$ cat config.mk
export PLATFORM = sky130hd
export DESIGN_NAME = serial_cla_adder
export DESIGN_NICKNAME = d
export VERILOG_FILES = /design/src/rtl/cla_pkg.sv /design/src/rtl/cla_slice2.sv /design/src/rtl/serial_cla_adder.sv
export SDC_FILE = /design/constraint.sdc
export NUM_CORES = 1
export LEC_CHECK = 0
export CORE_AREA = 4 4 61 63
export DETAILED_ROUTE_END_ITERATION = 7
export DIE_AREA = 0 0 65 67
export PLACE_DENSITY = 0.8
export SLEW_MARGIN = 30
export SYNTH_ARGS = -nofsm -noshare
export SYNTH_HDL_FRONTEND = slang
export SYNTH_SLANG_ARGS = --single-unit
$ cat constraint.sdc
create_clock -name clk -period 4.2 [get_ports clk]
set_input_delay 0.42 -clock clk [delete_from_list [all_inputs] [get_ports clk]]
set_output_delay 0.42 -clock clk [all_outputs]
set_load 0.1 [all_outputs]
$ cat src/rtl/cla_pkg.sv
// Shared types and constants for the serial carry-lookahead adder.
// Holds the FSM state encoding, the digit width and the counter-width helper.
package cla_pkg;

    typedef enum logic [1:0] {
        IDLE = 2'd0,
        RUN  = 2'd1,
        DONE = 2'd2
    } state_t;

    localparam int DIGIT_W = 2;

    // One extra bit so the counter can represent DIGITS itself without wrapping.
    function automatic int cnt_width(input int width);
        return $clog2(width / DIGIT_W) + 1;
    endfunction

endpackage

$ cat src/rtl/cla_slice2.sv
// Combinational 2-bit carry-lookahead slice.
// Exposes the internal carry c1 so the top can derive signed overflow.
module cla_slice2 (
    input  logic [1:0] x,
    input  logic [1:0] y,
    input  logic       cin,
    output logic [1:0] sum,
    output logic       c1,
    output logic       cout
);

    logic [1:0] g;
    logic [1:0] p;

    assign g    = x & y;
    assign p    = x ^ y;
    assign c1   = g[0] | (p[0] & cin);
    assign cout = g[1] | (p[1] & g[0]) | (p[1] & p[0] & cin);
    assign sum  = p ^ {c1, cin};

endmodule

$ cat src/rtl/serial_cla_adder.sv
// WIDTH-bit adder that resolves two bits per cycle through one cla_slice2.
// Optional signed-overflow output ovf is enabled by defining SERIAL_CLA_OVF_EN.
module serial_cla_adder
    import cla_pkg::*;
#(
    parameter int WIDTH = 8
) (
    input  logic             clk,
    input  logic             rst,
    input  logic             in_valid,
    output logic             in_ready,
    input  logic [WIDTH-1:0] a,
    input  logic [WIDTH-1:0] b,
    input  logic             ci,
    output logic             out_valid,
    input  logic             out_ready,
    output logic [WIDTH-1:0] s,
    output logic             cout,
`ifdef SERIAL_CLA_OVF_EN
    output logic             ovf,
`endif
    output logic             busy
);

    localparam int DIGITS = WIDTH / DIGIT_W;
    localparam int CNT_W  = cnt_width(WIDTH);

    generate
        if ((WIDTH < DIGIT_W) || ((WIDTH % DIGIT_W) != 0)) begin : g_bad_width
            $error("serial_cla_adder: WIDTH must be even and >= 2");
        end
    endgenerate

    state_t             state;
    logic [WIDTH-1:0]   a_reg;
    logic [WIDTH-1:0]   b_reg;
    logic               carry_reg;
    logic [CNT_W-1:0]   k;

    logic [DIGIT_W-1:0] sum_dig;
    logic               c1_dig;
    logic               co_dig;
    logic               last_dig;

    // Operands are shifted right each digit, so the slice always sees bits [1:0].
    cla_slice2 u_slice (
        .x    (a_reg[DIGIT_W-1:0]),
        .y    (b_reg[DIGIT_W-1:0]),
        .cin  (carry_reg),
        .sum  (sum_dig),
        .c1   (c1_dig),
        .cout (co_dig)
    );

    assign last_dig = (k == CNT_W'(DIGITS - 1));

    always_ff @(posedge clk or posedge rst) begin
        if (rst) begin
            state     <= IDLE;
            a_reg     <= '0;
            b_reg     <= '0;
            carry_reg <= 1'b0;
            k         <= '0;
            s         <= '0;
            cout      <= 1'b0;
`ifdef SERIAL_CLA_OVF_EN
            ovf       <= 1'b0;
`endif
            out_valid <= 1'b0;
            in_ready  <= 1'b1;
            busy      <= 1'b0;
        end else begin
            case (state)
                IDLE: begin
                    if (in_valid && in_ready) begin
                        a_reg     <= a;
                        b_reg     <= b;
                        carry_reg <= ci;
                        k         <= '0;
                        state     <= RUN;
                        in_ready  <= 1'b0;
                        busy      <= 1'b1;
                    end
                end
                RUN: begin
                    a_reg     <= a_reg >> DIGIT_W;
                    b_reg     <= b_reg >> DIGIT_W;
                    carry_reg <= co_dig;
                    k         <= k + 1'b1;
                    // New digit enters at the top; after DIGITS shifts digit 0 sits at bit 0.
                    s         <= (s >> DIGIT_W) | (WIDTH'(sum_dig) << (WIDTH - DIGIT_W));
                    if (last_dig) begin
                        cout      <= co_dig;
`ifdef SERIAL_CLA_OVF_EN
                        ovf       <= c1_dig ^ co_dig;
`endif
                        out_valid <= 1'b1;
                        state     <= DONE;
                    end
                end
                DONE: begin
                    if (out_ready) begin
                        out_valid <= 1'b0;
                        in_ready  <= 1'b1;
                        busy      <= 1'b0;
                        state     <= IDLE;
                    end
                end
                default: begin
                    state     <= IDLE;
                    out_valid <= 1'b0;
                    in_ready  <= 1'b1;
                    busy      <= 1'b0;
                end
            endcase
        end
    end

`ifndef SERIAL_CLA_OVF_EN
    logic unused_c1;
    assign unused_c1 = c1_dig;
`endif

endmodule
==> run_results.csv, run 1 <==
group,metric,value,unit
outcome,status,"complete, no violations",
detailed_routing,post-route-drc-count,0,
pwr,peakVddDrop,0.000318,V
timing,fin_hold_ws,0.337,ns
clock_tree,clk_latency,0.33,ns
critical_path,critPathCaptureType,"output port",
timing,rsz0062_at_grt,"false",
synthesis,yosysTopAreaCell,"dfrtp_1",
synthesis,synth_async_sr_flop_share,1.00,
synthesis,yosysUniqueCellTypes,27,
placement,gp_congestion,0.811,
detailed_routing,drt-total-wl,3.01,mm
synthesis,yosysSeqAreaShare,0.515,
timing,layout_worst_path_cycle_share,0.592,
global_route,grt_max_degree,27,
critical_path,cp_slowest_cell,"clkdlybuf4s50_1",
final_layout,drive_gt1_frac,0.166,
final_layout,multi_input_area,728,sq um
synthesis,yosys-top-cells-area,"dfrtp_1 50%, mux2_4 11%, nand2_1 7.3%",
final_layout,nFillCells,274,
synthesis,synth_xor_area_frac,0.00530,
pwr,power.total,1.60,mW
final_layout,final_nets,207,
synthesis,mappedNetlistArea,1650,sq um
clock_tree,cts_tree,"yes",
die,io_pins,33,
detailed_routing,firstDrtPassIters,4,
clock_tree,numCtsBuffers,5,
synthesis,yosys_warnings,0,
synthesis,synth_nets,173,
global_route,grt-ovfl-total,0,
clock_tree,cts-root-buf,"clkbuf_4",
synthesis,synth.area.mux_share,0.194,
synthesis,synthSimpleGateAreaFrac,0.110,
final_layout,area_growth_syn_to_layout,23.8,%
final_layout,antennaDiodeCount,0,
synthesis,synth_enable_flop_cells,0,
flow_run,drv_cap,0,
timing,max_freq,0.402,GHz
clock_tree,clock-sinks,34,
clock_tree,cts_setup_buffers,0,
timing,slew_headroom,0.348,
critical_path,cp_top_family,"buffers and inverters",
die,die_area,4360,sq um
pwr,p_leak,0.967,nW
clock_tree,post_cts_resized,0,
clock_tree,clk_path_buf_depth,2,
clock_tree,cts_hold_buf,0,
critical_path,critical_path_class,"reg2out",
detailed_routing,vias,1138,
critical_path,path_buf_inv,1,
detailed_routing,vias_per_cell,5.01,
synthesis,synth_top_family_by_area,"multiplexers",
pwr,p_per_area,780,nW/um^2
worst_hold_path,worstHoldPathType,"in2async",
synthesis,synth_top_area_frac,0.499,
timing,drv_slew,0,
placement,dp_hpwl,2.22,mm
final_layout,utilization,0.634,
placement,place_ws,1.92,ns
global_route,grt_pass1_wl,5.07,mm
timing,tightest_slew,0.975,ns
timing,period_needed,2.49,ns
critical_path,r2r_slack,2.21,ns
critical_path,cp.arrival,2.07,ns
timing,setup_viol,0,
critical_path,cpPeakStageDelay,1.15,ns
die,core-area,3230,sq um
synthesis,ys_ff_latch,34,
detailed_routing,post_drt_wl_per_cell,13.3,um
die,die_x,65,um
global_route,antenna_found_initial,0,
global_route,grt_pass1_vias,1144,
synthesis,syn_inst,147,
critical_path,crit_path_start_kind,"flip-flop",
global_route,track_usage,0.156,
die,initial_core_util,0.512,
critical_path,crit_path_cell_trace,"clkdlybuf4s50_1",
placement,numPortBuffers,32,
timing,tns,0,ns
synthesis,yosysMostFrequentCell,"dfrtp_1",
detailed_routing,ant_nets,0,
synthesis,synthFlopType,"dfrtp_1",
synthesis,syn_area_per_cell,11.3,sq um
critical_path,critical_path_peak_fanout,6,
detailed_routing,detail_route.iter0.violations,50,
clock_tree,htree_levels,2,
timing,hold_viol,0,
synthesis,synth-compound-area-share,0.0862,
clock_tree,clkTransAtPathRegs,0.10,ns
synthesis,synth_fa_ha_area_frac,0.0424,
die,die_h,67,um
final_layout,register_area,852,sq um
synthesis,synth_commonest_cells,"33 x dfrtp_1, 32 x nand2_1, 12 x mux2_4",
critical_path,required,3.78,ns
die,rows,21,
timing,final.setup_skew,0.00891,ns
timing,setup_slack,1.71,ns
final timing paths:
| kind | to | startpoint | cells after the start |
|---|---|---|---|
| hold / removal | s[6]$_DFFE_PP0N_ | rst | 2 |
| setup reg to reg | a_reg[5]$_DFFE_PP0P_ | state[1]$_DFFE_PP0P_ | 3 |
| setup / recovery | in_ready | in_ready$_DFFE_PP1P_ | 1 |
| hold reg to reg | k[0]$_DFFE_PP0P_ | k[0]$_DFFE_PP0P_ | 1 |
| min in group clk | k[0]$_DFFE_PP0P_ | k[0]$_DFFE_PP0P_ | 1 |
| max in group asynchronous | in_ready$_DFFE_PP1P_ | rst | 3 |
power by group:
group	internal, mW	switching (mW)	total (mW)
Combinational	0.320	0.536	0.855
Clock	0.0631	0.0994	0.162
Sequential	0.473	0.107	0.580
Total	0.856	0.742	1.60
per-layer routing:
layer | GRT usage | share of wire | up-vias
met5 | 0 | 0 | -
met4 | 0.0633 | 0.016 | 0
met3 | 0.0455 | 0.052 | 4
met2 | 0.258 | 0.50 | 30
met1 | 0.190 | 0.43 | 537
li1 | - | - | 567
cell families after synthesis:
family	Yosys count
AOI/OAI and AO/OA	24
and+or+nand+nor	43
DFF	34
adders and majority gates	5
xor gates and xnor gates	1
muxes	25
buffers and inverters	15
through the flow:
step	area [sq um]	instances
2_1_floorplan	1650	147
3_3_place_gp	2000	220
3_5_place_dp	2000	220
4_1_cts	2050	227
5_1_grt	2050	227
6_report	2050	227
cell usage in the layout (no fill, tap or decap), drive strengths merged, types with 2 or more instances in the layout:
| cell | netlist | final |
|---|---|---|
| mux2 | 21 | 21 |
| o22ai | 2 | 2 |
| nand2 | 32 | 32 |
| a21oi | 5 | 5 |
| o21ai | 9 | 9 |
| inv | 8 | 8 |
| clkbuf | 3 | 7 |
| mux2i | 4 | 4 |
| ha | 4 | 4 |
| nor2 | 5 | 5 |
| a22oi | 6 | 6 |
| dfrtp | 33 | 33 |
| buf | 4 | 2 |
| clkdlybuf4s50 | 0 | 32 |
final cells by class:
| cell class | instances | area share |
|---|---|---|
| Sequential cell | 34 | 0.416 |
| Multi-Input combinational cell | 98 | 0.356 |
| Inverter | 8 | 0.0147 |
| Tap cell | 46 | 0.0281 |
| Timing Repair Buffer | 34 | 0.164 |
| Clock buffer | 7 | 0.0220 |
(Power assumes the default switching activity.)
==> run 2: changes to the inputs <==
- CORE_AREA: 4 4 61 63 -> 4 4 62 64
- DIE_AREA: 0 0 65 67 -> 0 0 66 68
- PLACE_DENSITY: 0.8 -> 0.78
- clock period: 4.2 -> 2.6 ns (I/O delays scaled with it)
==> run_results.csv, run 2 (synthesis results as in run 1) <==
group,metric,value,unit
timing,hold_viol,0,
final_layout,final_common_cell,"dfrtp_1",
critical_path,critical_path_peak_fanout,14,
final_layout,antennaDiodeCount,0,
detailed_routing,firstDrtPassIters,4,
timing,final.setup_skew,0.00594,ns
clock_tree,clk_latency,0.34,ns
final_layout,nFillCells,273,
final_layout,area_growth_syn_to_layout,24.7,%
critical_path,r2r_slack,0.75,ns
detailed_routing,post-route-drc-count,0,
critical_path,rr_startpoint,"state[0]$_DFFE_PP0P_",
clock_tree,cts_hold_buf,0,
critical_path,cp.arrival,2.08,ns
timing,tns,0,ns
timing,slew_headroom,0.539,
timing,period_needed,1.85,ns
die,io_pins,33,
placement,numPortBuffers,32,
detailed_routing,post_drt_wl_per_cell,14.1,um
clock_tree,clock-sinks,34,
die,die_area,4490,sq um
critical_path,crit_path_cell_trace,"nand2b_1 -> mux2_2 -> mux2_2",
critical_path,r2r-end,"a_reg[4]$_DFFE_PP0P_",
die,die_h,68,um
worst_hold_path,worstHoldPathType,"in2async",
pwr,peakVddDrop,0.000582,V
global_route,grt-ovfl-total,0,
critical_path,critical_path_class,"reg2reg",
global_route,grt_pass1_wl,5.49,mm
timing,rsz0062_at_grt,"false",
timing,max_freq,0.540,GHz
critical_path,reg2reg_depth,3,
outcome,status,"complete, no violations",
clock_tree,htree_levels,2,
die,initial_core_util,0.504,
die,die_x,66,um
timing,drv_slew,0,
timing,setup_viol,0,
global_route,track_usage,0.164,
clock_tree,cts_setup_buffers,0,
detailed_routing,ant_nets,0,
global_route,antenna_found_initial,0,
clock_tree,numCtsBuffers,5,
clock_tree,cts-root-buf,"clkbuf_4",
final_layout,drive_gt1_frac,0.250,
critical_path,cp_slowest_cell,"nand2b_1",
global_route,grt_max_degree,20,
die,core-area,3280,sq um
detailed_routing,detail_route.iter0.violations,43,
clock_tree,clkTransAtPathRegs,0.11,ns
die,rows,21,
detailed_routing,vias,1176,
critical_path,cpPeakStageDelay,0.54,ns
final_layout,final_nets,209,
detailed_routing,drt-total-wl,3.24,mm
clock_tree,clk_path_buf_depth,2,
detailed_routing,vias_per_cell,5.11,
pwr,power.total,2.70,mW
pwr,p_per_area,1310,nW/um^2
flow_run,drv_cap,0,
critical_path,critPathCaptureType,"flip-flop",
critical_path,required,2.83,ns
timing,tightest_slew,0.691,ns
critical_path,cpMostUsedCell,"mux2_2",
timing,fin_hold_ws,0.273,ns
timing,layout_worst_path_cycle_share,0.713,
clock_tree,cts_tree,"yes",
critical_path,crit_path_start_kind,"flip-flop",
final_layout,final_cell_mix,"33 x dfrtp_1, 32 x nand2_1, 20 x clkdlybuf4s50_1",
clock_tree,post_cts_resized,0,
global_route,grt_pass1_vias,1192,
placement,dp_hpwl,2.48,mm
pwr,p_leak,1.01,nW
placement,gp_congestion,0.800,
[run 2: worst max-delay path: cells and delay by family, from the launching register on]
kind | cells | cell delay (ns)
muxes | 2 | 0.67
and+or+nand+nor | 1 | 0.54
DFF | 1 | 0.53
[run 2: area by class of cell]
| cell class | instances | area, sq um | share of cell area |
|---|---|---|---|
| sequential | 34 | 852 | 0.413 |
| multi-input combinational | 98 | 726 | 0.352 |
| timing repair buffer | 36 | 320 | 0.155 |
| tap | 46 | 57.6 | 0.0279 |
| clock inverter | 3 | 40.0 | 0.0194 |
| clock buffer | 5 | 37.5 | 0.0182 |
| inverter | 8 | 30.0 | 0.0146 |
[run 2: layer usage]
layer	track usage	share of wire	up-vias
li1	-	-	570
met1	0.188	0.42	562
met2	0.290	0.51	37
met3	0.0509	0.053	7
met4	0.0609	0.017	0
met5	0	0	-
[run 2: worst max path at each step]
| stage | start | endpoint | slack, ns |
|---|---|---|---|
| after floorplan | in_ready$_DFFE_PP1P_ | a_reg[1]$_DFFE_PP0P_ | 0.65 |
| after global placement | state[0]$_DFFE_PP0P_ | a_reg[4]$_DFFE_PP0P_ | 0.79 |
| after detailed placement | state[0]$_DFFE_PP0P_ | a_reg[4]$_DFFE_PP0P_ | 0.74 |
| after CTS | state[0]$_DFFE_PP0P_ | a_reg[4]$_DFFE_PP0P_ | 0.73 |
| after global routing | state[0]$_DFFE_PP0P_ | b_reg[0]$_DFFE_PP0P_ | 0.61 |
| final | state[0]$_DFFE_PP0P_ | a_reg[4]$_DFFE_PP0P_ | 0.75 |
[run 2: report_power, final]
| group | internal, mW | switching [mW] |
|---|---|---|
| combinational | 0.502 | 0.887 |
| clock | 0.199 | 0.180 |
| sequential | 0.764 | 0.169 |
[run 2: metrics by stage]
step	utilization	instance area (sq um)	cells	worst slack (ns)
6_report	0.628	2060	230	0.747
4_1_cts	0.628	2060	230	0.730
2_1_floorplan	-	1650	147	0.647
3_3_place_gp	0.605	1990	222	0.792
3_5_place_dp	0.605	1990	222	0.743
5_1_grt	0.628	2060	230	0.609
==> run 3: changes to the inputs <==
- clock period: 2.6 -> 1.8 ns (I/O delays scaled with it)
==> run_results.csv, run 3 (synthesis results as in run 1) <==
group,metric,value,unit
critical_path,cpPeakStageDelay,0.67,ns
final_layout,area_growth_syn_to_layout,25.5,%
timing,setup_viol,0,
pwr,power.total,3.77,mW
global_route,grt-ovfl-total,0,
critical_path,path_buf_inv,1,
final_layout,drive_gt1_frac,0.254,
placement,gp_congestion,0.776,
global_route,grt_max_degree,35,
die,core-area,3280,sq um
clock_tree,cts_tree,"yes",
clock_tree,cts_hold_buf,0,
timing,setup_slack,0.262,ns
clock_tree,clk_path_buf_depth,2,
pwr,p_leak,1.01,nW
critical_path,cp_slowest_cell,"dfstp_4",
clock_tree,clock-sinks,34,
die,die_area,4490,sq um
global_route,antenna_found_initial,0,
global_route,grt_pass1_vias,1224,
timing,final.setup_skew,0.0221,ns
timing,tns,0,ns
detailed_routing,firstDrtPassIters,4,
detailed_routing,detail_route.iter0.violations,29,
timing,slew_headroom,0.553,
pwr,p_per_area,1820,nW/um^2
detailed_routing,ant_nets,0,
detailed_routing,vias,1194,
die,io_pins,33,
detailed_routing,drt-total-wl,3.11,mm
timing,hold_viol,0,
clock_tree,post_cts_resized,0,
critical_path,cp.arrival,1.76,ns
final_layout,instances_no_fill,231,
critical_path,crit_path_start_kind,"flip-flop",
pwr,peakVddDrop,0.000732,V
critical_path,critical_path_peak_fanout,14,
die,die_x,66,um
critical_path,required,2.02,ns
detailed_routing,post_drt_wl_per_cell,13.5,um
timing,fin_hold_ws,0.219,ns
timing,max_freq,0.650,GHz
final_layout,multi_input_area,728,sq um
flow_run,drv_cap,0,
detailed_routing,post-route-drc-count,0,
final_layout,final_design_area_no_fill,2080,sq um
die,initial_core_util,0.504,
worst_hold_path,worstHoldPathType,"in2async",
final_layout,antennaDiodeCount,0,
timing,tightest_slew,0.670,ns
critical_path,critical_path_class,"reg2reg",
critical_path,crit_path_cell_trace,"a21oi_1 -> nor2_2 -> buf_12 -> mux2_2",
timing,rsz0062_at_grt,"false",
detailed_routing,vias_per_cell,5.17,
clock_tree,numCtsBuffers,5,
placement,post-place-cells,223,
clock_tree,cts_setup_buffers,0,
final_layout,final_nets,210,
outcome,status,"complete, no violations",
clock_tree,htree_levels,2,
final_layout,final_common_cell,"dfrtp_1",
final_layout,nFillCells,270,
timing,drv_slew,0,
placement,numPortBuffers,32,
final_layout,register_area,856,sq um
critical_path,critPathCaptureType,"flip-flop",
global_route,track_usage,0.166,
die,rows,21,
final_layout,final_cell_mix,"33 x dfrtp_1, 32 x nand2_1, 20 x clkdlybuf4s50_1",
timing,period_needed,1.54,ns
clock_tree,clkTransAtPathRegs,0.12,ns
clock_tree,cts-root-buf,"clkbuf_4",
placement,dp_hpwl,2.34,mm
final_layout,utilization,0.632,
global_route,grt_pass1_wl,5.57,mm
die,die_h,68,um
timing,layout_worst_path_cycle_share,0.855,
placement,place_ws,0.180,ns
critical_path,cp_top_family,"flip-flops",
placement,placedInstanceArea,2020,sq um
clock_tree,clk_latency,0.35,ns
-- run 3: cell types whose count changed in the layout (fill, tap and decap cells not counted) --
cell / previous run / this run
dfstp_2: 1 / 0
buf_12: 0 / 2
nor2_1: 5 / 4
clkbuf_1: 0 / 1
buf_4: 16 / 15
dfstp_4: 0 / 1
nor2_2: 0 / 1
bufinv_16: 1 / 0
-- run 3: layout make-up --
class                           instances  share of cell area
Multi-Input combinational cell         98               0.351
Sequential cell                        34               0.412
Clock buffer                            6              0.0199
Tap cell                               46              0.0277
Inverter                                8              0.0145
Clock inverter                          2             0.00482
Timing Repair Buffer                   37               0.170
-- run 3: worst paths after layout --
kind | cells past startpoint | slack, ns | startpoint | endpoint
max | 4 | 0.26 | in_ready$_DFFE_PP1P_ | a_reg[4]$_DFFE_PP0P_
min | 3 | 0.22 | rst | b_reg[6]$_DFFE_PP0P_
max reg2reg | 4 | 0.26 | in_ready$_DFFE_PP1P_ | a_reg[4]$_DFFE_PP0P_
min reg2reg | 2 | 0.49 | s[1]$_DFFE_PP0N_ | s[1]$_DFFE_PP0N_
max in group asynchronous | 3 | 1.26 | rst | in_ready$_DFFE_PP1P_
min in group clk | 2 | 0.47 | in_valid | in_ready$_DFFE_PP1P_
-- run 3: per-layer routing --
metal  up-vias  wire length (um)  GRT usage
li1        577                 -          -
met4         0                50     0.0838
met1       579              1330      0.186
met3         7               174     0.0460
met2        31              1560      0.290
met5         -                 0          0
-- run 3: worst register-to-register path, stage by stage (launching register included) --
cell and delay [ns]:
dfstp_4 0.67, a21oi_1 0.09, nor2_2 0.14, buf_12 0.17
mux2_2 0.34
-- run 3: power by group --
group / internal, mW / total (mW) / switching (mW) / leakage, nW
sequential: 1.10 / 1.33 / 0.225 / 0.424
clock: 0.149 / 0.398 / 0.250 / 0.0320
combinational: 0.757 / 2.04 / 1.29 / 0.556
